--- src/rtl/fft8_frame_ctrl_pkg.sv ---
// Shared constants and state type for the fp16 8-point FFT frame sequencer.
package fft8_ctrl_pkg;

  localparam int N_PTS = 8;
  localparam int IDX_W = 3;

  typedef enum logic [1:0] {
    LOAD    = 2'd0,
    SETTLE  = 2'd1,
    CAPTURE = 2'd2,
    DRAIN   = 2'd3
  } state_t;

  localparam logic [15:0] FP16_ZERO = 16'h0000;

endpackage

--- src/rtl/fft8_frame_ctrl_if.sv ---
// Sample-stream interface of the FFT frame sequencer: serial input samples in,
// serial result samples out, both with valid/ready handshakes.
interface fft8_frame_ctrl_if
  import fft8_ctrl_pkg::*;
#(
  parameter int DATA_W = 16
) ();

  logic              in_valid;
  logic              in_ready;
  logic [DATA_W-1:0] in_re;
  logic [DATA_W-1:0] in_im;
  logic              in_mode;

  logic              out_valid;
  logic              out_ready;
  logic [DATA_W-1:0] out_re;
  logic [DATA_W-1:0] out_im;
  logic [IDX_W-1:0]  out_idx;
  logic              out_last;
  logic              out_err;

  // sequencer side
  modport slave (
    input  in_valid, in_re, in_im, in_mode, out_ready,
    output in_ready, out_valid, out_re, out_im, out_idx, out_last, out_err
  );

  // fabric side: sample source and result sink
  modport master (
    output in_valid, in_re, in_im, in_mode, out_ready,
    input  in_ready, out_valid, out_re, out_im, out_idx, out_last, out_err
  );

endinterface

--- src/rtl/fft8_frame_ctrl_sample_buf.sv ---
// 8-entry register file: one indexed write port, a whole-buffer parallel load
// port (load wins over write), and every entry visible on a flat read bus.
module fft8_sample_buf
  import fft8_ctrl_pkg::*;
#(
  parameter int ENTRY_W = 32
) (
  input  logic                     clk,
  input  logic                     rst,
  input  logic                     we,
  input  logic [IDX_W-1:0]         waddr,
  input  logic [ENTRY_W-1:0]       wdata,
  input  logic                     ld_en,
  input  logic [N_PTS*ENTRY_W-1:0] ld_data,
  output logic [N_PTS*ENTRY_W-1:0] rd_bus
);

  logic [ENTRY_W-1:0] mem [N_PTS];

  // storage: reset clear, parallel load, or single-entry write
  always_ff @(posedge clk) begin
    if (rst) begin
      for (int unsigned k = 0; k < N_PTS; k++) mem[k] <= '0;
    end else if (ld_en) begin
      for (int unsigned k = 0; k < N_PTS; k++) mem[k] <= ld_data[k*ENTRY_W +: ENTRY_W];
    end else if (we) begin
      mem[waddr] <= wdata;
    end
  end

  // flatten all entries onto the read bus, entry k at [k*ENTRY_W +: ENTRY_W]
  always_comb begin
    rd_bus = '0;
    for (int unsigned k = 0; k < N_PTS; k++) rd_bus[k*ENTRY_W +: ENTRY_W] = mem[k];
  end

endmodule

--- src/rtl/fft8_frame_ctrl.sv ---
// Frame sequencer around the combinational fp16 8-point FFT/IFFT core.
// Collects 8 serial samples, holds them on the core for SETTLE_CYC cycles,
// captures the results and streams them out serially.
// Optional build macro FFT8_ERR_CNT_EN adds err_cnt/err_cnt_clr, a saturating
// count of frames the core flagged invalid.
module fft8_frame_ctrl
  import fft8_ctrl_pkg::*;
#(
  parameter int DATA_W     = 16,
  parameter int SETTLE_CYC = 2
) (
  input  logic                    clk,
  input  logic                    rst,
  fft8_frame_ctrl_if.slave        s,
  output logic                    busy,
  output logic                    core_mode,
  output logic [N_PTS*DATA_W-1:0] core_re_in,
  output logic [N_PTS*DATA_W-1:0] core_im_in,
  input  logic [N_PTS*DATA_W-1:0] core_re_out,
  input  logic [N_PTS*DATA_W-1:0] core_im_out,
  input  logic                    core_invalid
`ifdef FFT8_ERR_CNT_EN
  ,
  input  logic                    err_cnt_clr,
  output logic [15:0]             err_cnt
`endif
);

  localparam int               ENTRY_W     = 2 * DATA_W;
  localparam logic [3:0]       SETTLE_LAST = 4'(SETTLE_CYC - 1);
  localparam logic [IDX_W-1:0] LAST_IDX    = IDX_W'(N_PTS - 1);

  state_t                   state, state_nxt;
  logic [IDX_W-1:0]         cnt, cnt_nxt;
  logic [IDX_W-1:0]         out_idx, idx_nxt;
  logic [3:0]               settle_cnt, settle_nxt;
  logic                     mode_nxt;
  logic                     frame_err, err_nxt;
  logic                     in_we, res_ld;
  logic [N_PTS*ENTRY_W-1:0] in_bus, res_bus, cap_data;
  logic [ENTRY_W-1:0]       res_word;

  // entries are packed {re, im}
  fft8_sample_buf #(.ENTRY_W(ENTRY_W)) u_in_buf (
    .clk    (clk),
    .rst    (rst),
    .we     (in_we),
    .waddr  (cnt),
    .wdata  ({s.in_re, s.in_im}),
    .ld_en  (1'b0),
    .ld_data('0),
    .rd_bus (in_bus)
  );

  fft8_sample_buf #(.ENTRY_W(ENTRY_W)) u_res_buf (
    .clk    (clk),
    .rst    (rst),
    .we     (1'b0),
    .waddr  ('0),
    .wdata  ('0),
    .ld_en  (res_ld),
    .ld_data(cap_data),
    .rd_bus (res_bus)
  );

  // FSM state and frame bookkeeping registers
  always_ff @(posedge clk) begin
    if (rst) begin
      state      <= LOAD;
      cnt        <= '0;
      settle_cnt <= '0;
      out_idx    <= '0;
      core_mode  <= 1'b0;
      frame_err  <= 1'b0;
    end else begin
      state      <= state_nxt;
      cnt        <= cnt_nxt;
      settle_cnt <= settle_nxt;
      out_idx    <= idx_nxt;
      core_mode  <= mode_nxt;
      frame_err  <= err_nxt;
    end
  end

  // next-state decode: load samples, settle the core, capture once, drain
  always_comb begin
    state_nxt  = state;
    cnt_nxt    = cnt;
    settle_nxt = settle_cnt;
    idx_nxt    = out_idx;
    mode_nxt   = core_mode;
    err_nxt    = frame_err;
    in_we      = 1'b0;
    res_ld     = 1'b0;
    case (state)
      LOAD: begin
        if (s.in_valid) begin
          in_we   = 1'b1;
          cnt_nxt = cnt + 1'b1;
          if (cnt == '0) mode_nxt = s.in_mode;
          if (cnt == LAST_IDX) begin
            state_nxt  = SETTLE;
            settle_nxt = '0;
          end
        end
      end
      SETTLE: begin
        if (settle_cnt == SETTLE_LAST) state_nxt = CAPTURE;
        else                           settle_nxt = settle_cnt + 1'b1;
      end
      CAPTURE: begin
        res_ld    = 1'b1;
        err_nxt   = core_invalid;
        idx_nxt   = '0;
        state_nxt = DRAIN;
      end
      DRAIN: begin
        if (s.out_ready) begin
          idx_nxt = out_idx + 1'b1;
          if (out_idx == LAST_IDX) state_nxt = LOAD;
        end
      end
      default: state_nxt = LOAD;
    endcase
  end

  // capture data: core results, or fp16 zeros when the core flags the frame
  always_comb begin
    cap_data = '0;
    for (int unsigned k = 0; k < N_PTS; k++) begin
      if (core_invalid)
        cap_data[k*ENTRY_W +: ENTRY_W] = {2{DATA_W'(FP16_ZERO)}};
      else
        cap_data[k*ENTRY_W +: ENTRY_W] = {core_re_out[k*DATA_W +: DATA_W],
                                          core_im_out[k*DATA_W +: DATA_W]};
    end
  end

  // core inputs come straight from the input buffer registers
  always_comb begin
    core_re_in = '0;
    core_im_in = '0;
    for (int unsigned k = 0; k < N_PTS; k++) begin
      core_re_in[k*DATA_W +: DATA_W] = in_bus[k*ENTRY_W + DATA_W +: DATA_W];
      core_im_in[k*DATA_W +: DATA_W] = in_bus[k*ENTRY_W +: DATA_W];
    end
  end

  assign res_word = res_bus[out_idx*ENTRY_W +: ENTRY_W];

  // stream-side outputs; result data is only presented while draining
  always_comb begin
    s.in_ready  = (state == LOAD);
    s.out_valid = (state == DRAIN);
    s.out_idx   = out_idx;
    s.out_re    = '0;
    s.out_im    = '0;
    s.out_last  = 1'b0;
    s.out_err   = 1'b0;
    if (state == DRAIN) begin
      s.out_re   = res_word[ENTRY_W-1 -: DATA_W];
      s.out_im   = res_word[DATA_W-1:0];
      s.out_last = (out_idx == LAST_IDX);
      s.out_err  = frame_err;
    end
    busy = (state != LOAD) || (cnt != '0);
  end

`ifdef FFT8_ERR_CNT_EN
  // saturating count of invalid frames; clear beats a same-cycle increment
  always_ff @(posedge clk) begin
    if (rst || err_cnt_clr) begin
      err_cnt <= '0;
    end else if (state == CAPTURE && core_invalid && err_cnt != '1) begin
      err_cnt <= err_cnt + 16'd1;
    end
  end
`endif

endmodule

--- src/flat_wrapper.sv ---
// flat-port wrapper written by rule: the top's interface ports become plain ports
module fft8_frame_ctrl_flat import fft8_ctrl_pkg::*;
#(
  parameter int DATA_W     = 16,
  parameter int SETTLE_CYC = 2
)
  (clk, rst, busy, core_mode, core_re_in, core_im_in, core_re_out, core_im_out, core_invalid, s_in_valid, s_in_re, s_in_im, s_in_mode, s_out_ready, s_in_ready, s_out_valid, s_out_re, s_out_im, s_out_idx, s_out_last, s_out_err);
  fft8_frame_ctrl_if #(.DATA_W(DATA_W)) s_i ();
  input  logic clk;
  input  logic rst;
  output logic busy;
  output logic core_mode;
  output logic [N_PTS*DATA_W-1:0] core_re_in;
  output logic [N_PTS*DATA_W-1:0] core_im_in;
  input  logic [N_PTS*DATA_W-1:0] core_re_out;
  input  logic [N_PTS*DATA_W-1:0] core_im_out;
  input  logic core_invalid;
  input wire logic [$bits(s_i.in_valid)-1:0] s_in_valid;
  input wire logic [$bits(s_i.in_re)-1:0] s_in_re;
  input wire logic [$bits(s_i.in_im)-1:0] s_in_im;
  input wire logic [$bits(s_i.in_mode)-1:0] s_in_mode;
  input wire logic [$bits(s_i.out_ready)-1:0] s_out_ready;
  output wire logic [$bits(s_i.in_ready)-1:0] s_in_ready;
  output wire logic [$bits(s_i.out_valid)-1:0] s_out_valid;
  output wire logic [$bits(s_i.out_re)-1:0] s_out_re;
  output wire logic [$bits(s_i.out_im)-1:0] s_out_im;
  output wire logic [$bits(s_i.out_idx)-1:0] s_out_idx;
  output wire logic [$bits(s_i.out_last)-1:0] s_out_last;
  output wire logic [$bits(s_i.out_err)-1:0] s_out_err;
  assign s_i.in_valid = s_in_valid;
  assign s_i.in_re = s_in_re;
  assign s_i.in_im = s_in_im;
  assign s_i.in_mode = s_in_mode;
  assign s_i.out_ready = s_out_ready;
  assign s_in_ready = s_i.in_ready;
  assign s_out_valid = s_i.out_valid;
  assign s_out_re = s_i.out_re;
  assign s_out_im = s_i.out_im;
  assign s_out_idx = s_i.out_idx;
  assign s_out_last = s_i.out_last;
  assign s_out_err = s_i.out_err;
  fft8_frame_ctrl #(.DATA_W(DATA_W), .SETTLE_CYC(SETTLE_CYC)) u_core (.clk(clk), .rst(rst), .s(s_i), .busy(busy), .core_mode(core_mode), .core_re_in(core_re_in), .core_im_in(core_im_in), .core_re_out(core_re_out), .core_im_out(core_im_out), .core_invalid(core_invalid));
endmodule
--- config.mk ---
export PLATFORM = sky130hd
export DESIGN_NAME = fft8_frame_ctrl_flat
export DESIGN_NICKNAME = d
export VERILOG_FILES = /design/src/rtl/fft8_frame_ctrl_pkg.sv /design/src/rtl/fft8_frame_ctrl_if.sv /design/src/rtl/fft8_frame_ctrl_sample_buf.sv /design/src/rtl/fft8_frame_ctrl.sv /design/src/flat_wrapper.sv
export SDC_FILE = /design/constraint.sdc
export NUM_CORES = 1
export LEC_CHECK = 0
export CAP_MARGIN = 0
export CORE_AREA = 3 3 226 228
export CTS_CLUSTER_SIZE = 40
export DETAILED_ROUTE_END_ITERATION = 8
export DIE_AREA = 0 0 229 231
export PLACE_DENSITY = 0.74
export REMOVE_ABC_BUFFERS = 1
export SYNTH_ARGS = -nofsm -noshare
export SYNTH_HDL_FRONTEND = slang
export SYNTH_SLANG_ARGS = --single-unit
export TNS_END_PERCENT = 5
--- constraint.sdc ---
create_clock -name clk -period 15.8 [get_ports clk]
set_input_delay 3.16 -clock clk [delete_from_list [all_inputs] [get_ports clk]]
set_output_delay 3.16 -clock clk [all_outputs]
set_load 0.02 [all_outputs]
* Word-level counts from Yosys, hierarchy flattened
Memory sizes are Yosys's and may differ from the RTL's.
Cells that the tools add are included.
** Operators by class
- $add $sub $neg :: 3
- Equal/unequal tests :: 12
- Shift-type cells :: 1
- Mux-type cells :: 46
- Bitwise logic cells :: 8
- Reduce and logical (&&, ||, !) cells :: 13
** Operators by type and width (number)
- $mux W32 :: 17
- $shiftx A256 B9 Y32 :: 1
- $mux W16 :: 2
- $reduce_or A32 Y1 :: 1
- $mux W1 :: 14
- $mux W4 :: 3
- $mux W2 :: 5
- $or A1 B1 Y1 :: 8
- $pmux W2 S4 :: 1
- $pmux W4 S2 :: 1
- $add A3 B1 Y3 const B :: 2
- $eq A3 B3 Y1 const B :: 2
- $mux W3 :: 2
- $ne A2 B1 Y1 const B :: 3
- $ne A2 B2 Y1 const B :: 3
- $pmux W3 S2 :: 1
- $reduce_bool A2 Y1 :: 3
- $reduce_and A5 Y1 :: 1
- $add A4 B1 Y4 const B :: 1
- $eq A2 B2 Y1 const B :: 2
- $eq A4 B1 Y1 const B :: 1
- $reduce_and A2 Y1 :: 2
- $reduce_and A4 Y1 :: 1
- $logic_not A3 Y1 :: 1
- 5 further kinds :: 5
** Storage, ports and cells
- Flip-flop bits (word level) :: 14
- RAM bits :: 512
- Input port bits :: 294
- Output and inout port bits :: 297
- Logic and storage cells :: 91
- Memories :: 2
** Memories
- u_core.u_in_buf.mem :: words 8, bits a word 32, rd ports 8, clocked after memory_dff 0, wr ports 8, RTL line fft8_frame_ctrl_sample_buf.sv:18 : logic [ENTRY_W-1:0] mem [N_PTS];
- u_core.u_res_buf.mem :: words 8, bits a word 32, rd ports 8, clocked after memory_dff 0, wr ports 8, RTL line fft8_frame_ctrl_sample_buf.sv:18

* Depth between registers and ports, before layout
Gate-level depths: netlist of the first run.
- Depth in word-level cells :: 7
- Mapped depth :: 7
- Mapped depth without buffers :: 5

* By module
Synthesis of the first run repeated with hierarchy kept, for this count alone.
** Second synthesis, totals
- Cell total of the unflattened synthesis :: 1838
- Area total of the unflattened synthesis :: 26425.3 sq um
** By module, submodules not included
- fft8_sample_buf (u_core.u_res_buf) :: times used 1, cells each 686, area each 11076.9 sq um, seq. area each 7687.4 sq um
- fft8_sample_buf (u_core.u_in_buf) :: times used 1, cells each 652, area each 10895.4 sq um, seq. area each 7687.4 sq um
- fft8_frame_ctrl :: times used 1, cells each 500, area each 4453.0 sq um, seq. area each 280.3 sq um

* Worst setup path after synthesis of the first run
No wires, ideal clock.
- Path type :: input to register
- Start point :: in rst
- End point :: mem u_core.u_res_buf.mem[0][0] (enable)
- Setup time :: 0.511 ns
- Data arrival time :: 6.744 ns
- Required time :: 15.289 ns
- Slack :: 8.545 ns
- Stages on the path :: 3
- Path buffers :: 2
- Path through :: clkbuf_1 > clkbuf_1 > or2_2
** RTL lines
- from (decl) :: RTL line flat_wrapper.sv:10 : input logic rst;
- to (decl) :: RTL line fft8_frame_ctrl_sample_buf.sv:18

==> flow_summary.ini, run 1 <==
[outcome]
outcome = finished clean

[route]
drt_wl_total_um = 60700
drtAntennaViolNets = 0
drt_pass1_iterations = 4
vias = 13500
wl_per_cell_um = 23.3
viasPerCell = 5.20
drtIter0Drc = 1023
drc_errors = 0

[run]
maxCapViolations = 0

[synthesis]
async_reset_ff_frac = 0
synth_compound_area_frac = 0.0183
synth_seq_cells = 526
synthFlopType = edfxtp_1
avgSynthCellArea_um2 = 16.3
synth_warnings = 0
yosysSeqAreaShare = 0.719
synth_top_family_by_area = simple AND/OR/NAND/NOR gates
synth_simple_gate_area_share = 0.164
synth_top_area_share = 0.706
muxShareOfSynthArea = 0.0690
synth_fa_ha_area_frac = 0.00690
synth_cell_types = 42
netlist_area_um2 = 21800
synth_xor_area_frac = 0.000402
netlist_top_cells_area = edfxtp_1 71%, and2_1 9.3%, mux4_2 6.6%, and3_1 5.5%, a22o_1 1.3%
synthCells = 1336
synth_top_cell_by_area = edfxtp_1
synth_edf_count = 512

[placement]
globalplace.congestion = 0.826
place_hpwl_um = 42200
portBuffers = 590

[clock_tree]
cts_buffers = 52
htreeDepth = 2
cts.sinks = 526
cts-root-buf = clkbuf_16
clk_pin_slew_ps = 60
clockBufferDepth = 3
hold_buffers = 0
post_cts_buffers = 0
clock_latency_ps = 600
cts_tree = yes
cts_resized = 0

[die]
ios = 591
core_um2 = 49100
start_util = 0.444
dieArea_um2 = 52900
num_rows = 81
die_h_um = 231
die_w_um = 229

[finish]
nFillCells = 3696
fin_nets = 2198
drive_gt1_frac = 0.0915
areaGrowthSynthToFinish_pct = 37.5
final_common_cell = clkdlybuf4s50_1
final_cell_mix = 590 x clkdlybuf4s50_1, 512 x edfxtp_1, 323 x and2_1

[timing]
rsz0062_at_grt = no
finClkSkew_ps = 21.2
worstMarginPinSlew_ps = 1300
hold_viol = 0
slew_headroom = 0.129
fin_setup_tns_ps = 0
finalSetupViolCount = 0
period_needed_ps = 6780
layout_worst_path_cycle_share = 0.429
fmax_mhz = 147
slew_viol_final = 0

[critical_path]
path_class = in -> reg
worst_setup_path_end_kind = flop
crit_fanout = 85
required_ps = 16000
start_kind = input port
cp.arrival_ps = 6980

[hold_path]
hold_class = reg -> reg

[global_route]
grt_overflow = 0
grt_pass1_wl_um = 88500
grt_pass1_vias = 13900
antenna_found_initial = 15
grtUsageTotal = 0.224
grt_max_degree = 152

[pwr]
p_leak_nw = 11.3
power_density_nw_per_um2 = 104
power.total_mw = 3.11
irDropWorstVdd_mv = 0.0713
cell usage after synthesis (4+ instances only):
library cell and count:
clkbuf_1 63, edfxtp_1 512, dfxtp_1 14, inv_1 6, nand3_1 6, a21oi_1 4
and2_1 323, and3_1 193, ha_1 12, buf_2 33, nand2b_1 6, or2_2 9
mux2i_1 6, nand2_1 7, a22o_1 32, mux4_2 64, nor2_1 12, buf_6 4
final cells by class:
| class | instances | area [um^2] | area share |
|---|---|---|---|
| diodes | 5 | 12.5 | 0.000418 |
| clock buffers | 63 | 1340 | 0.0448 |
| clock inverters | 33 | 353 | 0.0118 |
| inverters | 6 | 22.5 | 0.000752 |
| multi-input cells | 702 | 5690 | 0.190 |
| flip-flops and latches | 526 | 15700 | 0.523 |
| well taps | 664 | 831 | 0.0278 |
| repair buffers | 604 | 6030 | 0.201 |
final timing paths:
| kind | cells past startpoint | end | from | slack, ps |
|---|---|---|---|---|
| min | 2 | u_core.core_mode$_SDFFE_PP0P_ | u_core.core_mode$_SDFFE_PP0P_ | 500 |
| max reg2reg | 6 | u_core.u_res_buf.mem[0][9]$_SDFFCE_PP0P_ | u_core.state[0]$_SDFFE_PP0P_ | 11410 |
| min reg2reg | 2 | u_core.core_mode$_SDFFE_PP0P_ | u_core.core_mode$_SDFFE_PP0P_ | 500 |
| max | 6 | u_core.u_res_buf.mem[0][9]$_SDFFCE_PP0P_ | rst | 9020 |
report_power, final:
part	switching, mW	total, mW	internal (mW)
combinational	0.128	0.261	0.133
sequential	0.0220	1.61	1.59
clock	0.517	1.24	0.720
total	0.667	3.11	2.44
critical path, stage by stage:
cell and delay (ps):
clkdlybuf4s50_1 450, buf_4 290, or2_4 510, buf_4 600, buf_4 890, buf_4 940
kinds of logic after synthesis:
family | count (synthesis)
AND/OR/NAND/NOR | 571
adder cells (fa/ha/maj) | 12
multiplexers | 70
flip-flops | 526
XOR/XNOR | 1
AO/OA/AOI/OAI | 48
buffers and inverters | 108
state kept, by name, summed over array words and instances, names as in the netlist:
register / flops
u_core.state: 2
u_core.u_in_buf.mem: 256
u_core.core_mode: 1
u_core.s.out_idx: 3
u_core.cnt: 3
u_core.settle_cnt: 4
u_core.u_res_buf.mem: 256
u_core.frame_err: 1
metrics by stage:
| stage | cell area (um^2) | hold slack (ps) | instances | utilization | setup slack, ps |
|---|---|---|---|---|---|
| after floorplan | 21300 | 452 | 1234 | - | 6920 |
| after global placement | 28200 | 469 | 2501 | 0.575 | 8540 |
| after detailed placement | 28200 | 491 | 2501 | 0.575 | 8410 |
| after CTS | 29900 | 507 | 2597 | 0.610 | 8960 |
| after global routing | 29900 | 546 | 2600 | 0.610 | 8710 |
| final | 29900 | 499 | 2603 | 0.610 | 9020 |
routing by layer:
layer | global-route usage | vias to the layer above | share of wire
met1 | 0.271 | 6653 | 0.38
met2 | 0.398 | 625 | 0.51
met3 | 0.0597 | 109 | 0.081
met5 | 0 | - | 0.0026
li1 | - | 6118 | -
met4 | 0.0645 | 20 | 0.028
No activity file was read; power rests on OpenSTA's default activity.
==> inputs of run 2 (changes only) <==
--- a/config.mk
+++ b/config.mk
@@ -6,11 +6,11 @@
 export NUM_CORES = 1
 export LEC_CHECK = 0
 export CAP_MARGIN = 0
-export CORE_AREA = 3 3 226 228
+export CORE_AREA = 3 3 227 229
 export CTS_CLUSTER_SIZE = 40
 export DETAILED_ROUTE_END_ITERATION = 8
-export DIE_AREA = 0 0 229 231
-export PLACE_DENSITY = 0.74
+export DIE_AREA = 0 0 230 232
+export PLACE_DENSITY = 0.76
 export REMOVE_ABC_BUFFERS = 1
 export SYNTH_ARGS = -nofsm -noshare
 export SYNTH_HDL_FRONTEND = slang
==> constraint.sdc (replaced) <==
create_clock -name clk -period 6.05 [get_ports clk]
set_input_delay 1.21 -clock clk [delete_from_list [all_inputs] [get_ports clk]]
set_output_delay 1.21 -clock clk [all_outputs]
set_load 0.02 [all_outputs]
==> run 2 against run 1 <==
  * Via count increased by 1.9%
  * Critical endpoint is now s_out_re[6]
  * Register-to-register slack got worse by 8300 ps
  * Largest cell class unchanged
  * Final cell count is 0.81% higher
  * First-iteration DRC count up 10%
  * Count of clock-buffer cells in the layout fell by 1
  * Combinational power rose to 2.6 times the previous value
  * Power grew to 2.6 times the previous value
  * Non-clock buffer count increased by 8
  * Sequential power grew to 2.6 times the previous value
==> flow_summary.ini, run 2 (synthesis gave the netlist of run 1 again) <==
[route]
wl_per_cell_um = 23.3
drt_wl_total_um = 61300
viasPerCell = 5.25
vias = 13800
drc_errors = 0
drtAntennaViolNets = 0
drt_pass1_iterations = 5
drtIter0Drc = 1125

[clock_tree]
cts_buffers = 54
cts.sinks = 526
clock_latency_ps = 590
post_cts_buffers = 0
clk_pin_slew_ps = 60
cts_resized = 0
hold_buffers = 0
clockBufferDepth = 3
cts_tree = yes
cts-root-buf = clkbuf_16
htreeDepth = 2

[timing]
slew_viol_final = 0
worstMarginPinSlew_ps = 1100
rsz0062_at_grt = no
fin_setup_tns_ps = 0
fmax_mhz = 215
slew_headroom = 0.264
period_needed_ps = 4650
hold_ws_ps = 505
layout_worst_path_cycle_share = 0.768
finClkSkew_ps = 10.6
hold_viol = 0
finalSetupViolCount = 0

[critical_path]
path_cells = ha_1 > nor2b_4 > a22o_1 > clkdlybuf4s50_1
slowest_stage = nor2b_4
required_ps = 4840
critPathBufInv = 1
cp.arrival_ps = 3440
path_class = reg -> out
path_delay_family = simple AND/OR/NAND/NOR gates
crit_path_max_incr_delay_ps = 940
start_kind = flop
crit_fanout = 32
worst_setup_path_end_kind = primary output

[finish]
nFillCells = 3689
multi_input_area_um2 = 5680
seqCellArea_um2 = 15700
fin_nets = 2208
finish.instance_area_um2 = 30100
final_cell_mix = 590 x clkdlybuf4s50_1, 512 x edfxtp_1, 323 x and2_1
final_util = 0.604
top_regs = u_core.u_in_buf.mem: 256 flops, u_core.u_res_buf.mem: 256 flops, u_core.settle_cnt: 4 flops
areaGrowthSynthToFinish_pct = 38.3
final_common_cell = clkdlybuf4s50_1
drive_gt1_frac = 0.101

[global_route]
grt_pass1_vias = 14200
antenna_found_initial = 14
grt_pass1_wl_um = 89700
grt_overflow = 0
grtUsageTotal = 0.224
grt_max_degree = 108

[die]
die_h_um = 232
ios = 591
dieArea_um2 = 53400
die_w_um = 230
num_rows = 82
start_util = 0.437
core_um2 = 49900

[placement]
portBuffers = 590
dpl_cell_area_um2 = 28300
place_hpwl_um = 43700
globalplace.congestion = 0.858

[pwr]
power_density_nw_per_um2 = 272
power_frac_seq = 0.515
irDropWorstVdd_mv = 0.232
p_sw_frac = 0.219
power_switching_mw = 1.79
power.total_mw = 8.18
p_leak_nw = 11.4
clock_power_share = 0.400
pwr-share-comb = 0.084
p_int_mw = 6.39

[hold_path]
hold_class = reg -> reg

[run]
maxCapViolations = 0

[outcome]
outcome = finished clean
run 2: path summary, 6_finish.rpt:
path	depth (start not counted)	endpoint	startpoint	slack, ps
worst max-delay path	4	s_out_re[6]	u_core.state[1]$_SDFFE_PP0P_	1400
worst min-delay path	2	u_core.frame_err$_SDFFE_PP0P_	u_core.frame_err$_SDFFE_PP0P_	500
worst max register to register	5	u_core.u_in_buf.mem[2][31]$_SDFFCE_PN0P_	u_core.state[0]$_SDFFE_PP0P_	3070
worst min register to register	2	u_core.frame_err$_SDFFE_PP0P_	u_core.frame_err$_SDFFE_PP0P_	500
run 2: area by class of cell:
| cell class | count | area share |
|---|---|---|
| clock buffers | 62 | 0.0466 |
| clock inverters | 38 | 0.0116 |
| repair buffers | 612 | 0.203 |
| multi-input cells | 702 | 0.189 |
| well taps | 672 | 0.0279 |
| diodes | 6 | 0.000499 |
| flip-flops and latches | 526 | 0.520 |
| inverters | 6 | 0.000748 |
run 2: per-layer routing:
layer	share of wire	GRT usage	vias to the layer above
met3	0.084	0.0535	101
met1	0.37	0.271	6804
met4	0.027	0.0760	12
met5	0.0014	0	-
met2	0.52	0.394	723
li1	-	-	6139
run 2: power groups by stage:
| stage | registers, mW | clock network [mW] | logic [mW] |
|---|---|---|---|
| 2_1_floorplan | 4.38 | 0 | 0.130 |
| 3_3_place_gp | 4.29 | 0 | 0.684 |
| 3_5_place_dp | 4.29 | 0 | 0.696 |
| 4_1_cts | 4.22 | 3.33 | 0.698 |
| 5_1_grt | 4.23 | 3.47 | 0.727 |
| 6_report | 4.22 | 3.28 | 0.690 |
run 2: worst reg2reg max path, stage by stage (launching register included):
cell	delay [ps]
dfxtp_1	330
inv_1	140
ha_1	350
nand4b_4	190
nor3_4	780
or2_2	780
run 2: metrics by stage:
stage	worst slack, ps	cells
floorplan	-883	1234
global placement	1980	2518
detailed placement	1940	2518
CTS	1290	2618
global route	1180	2624
finish	1400	2624
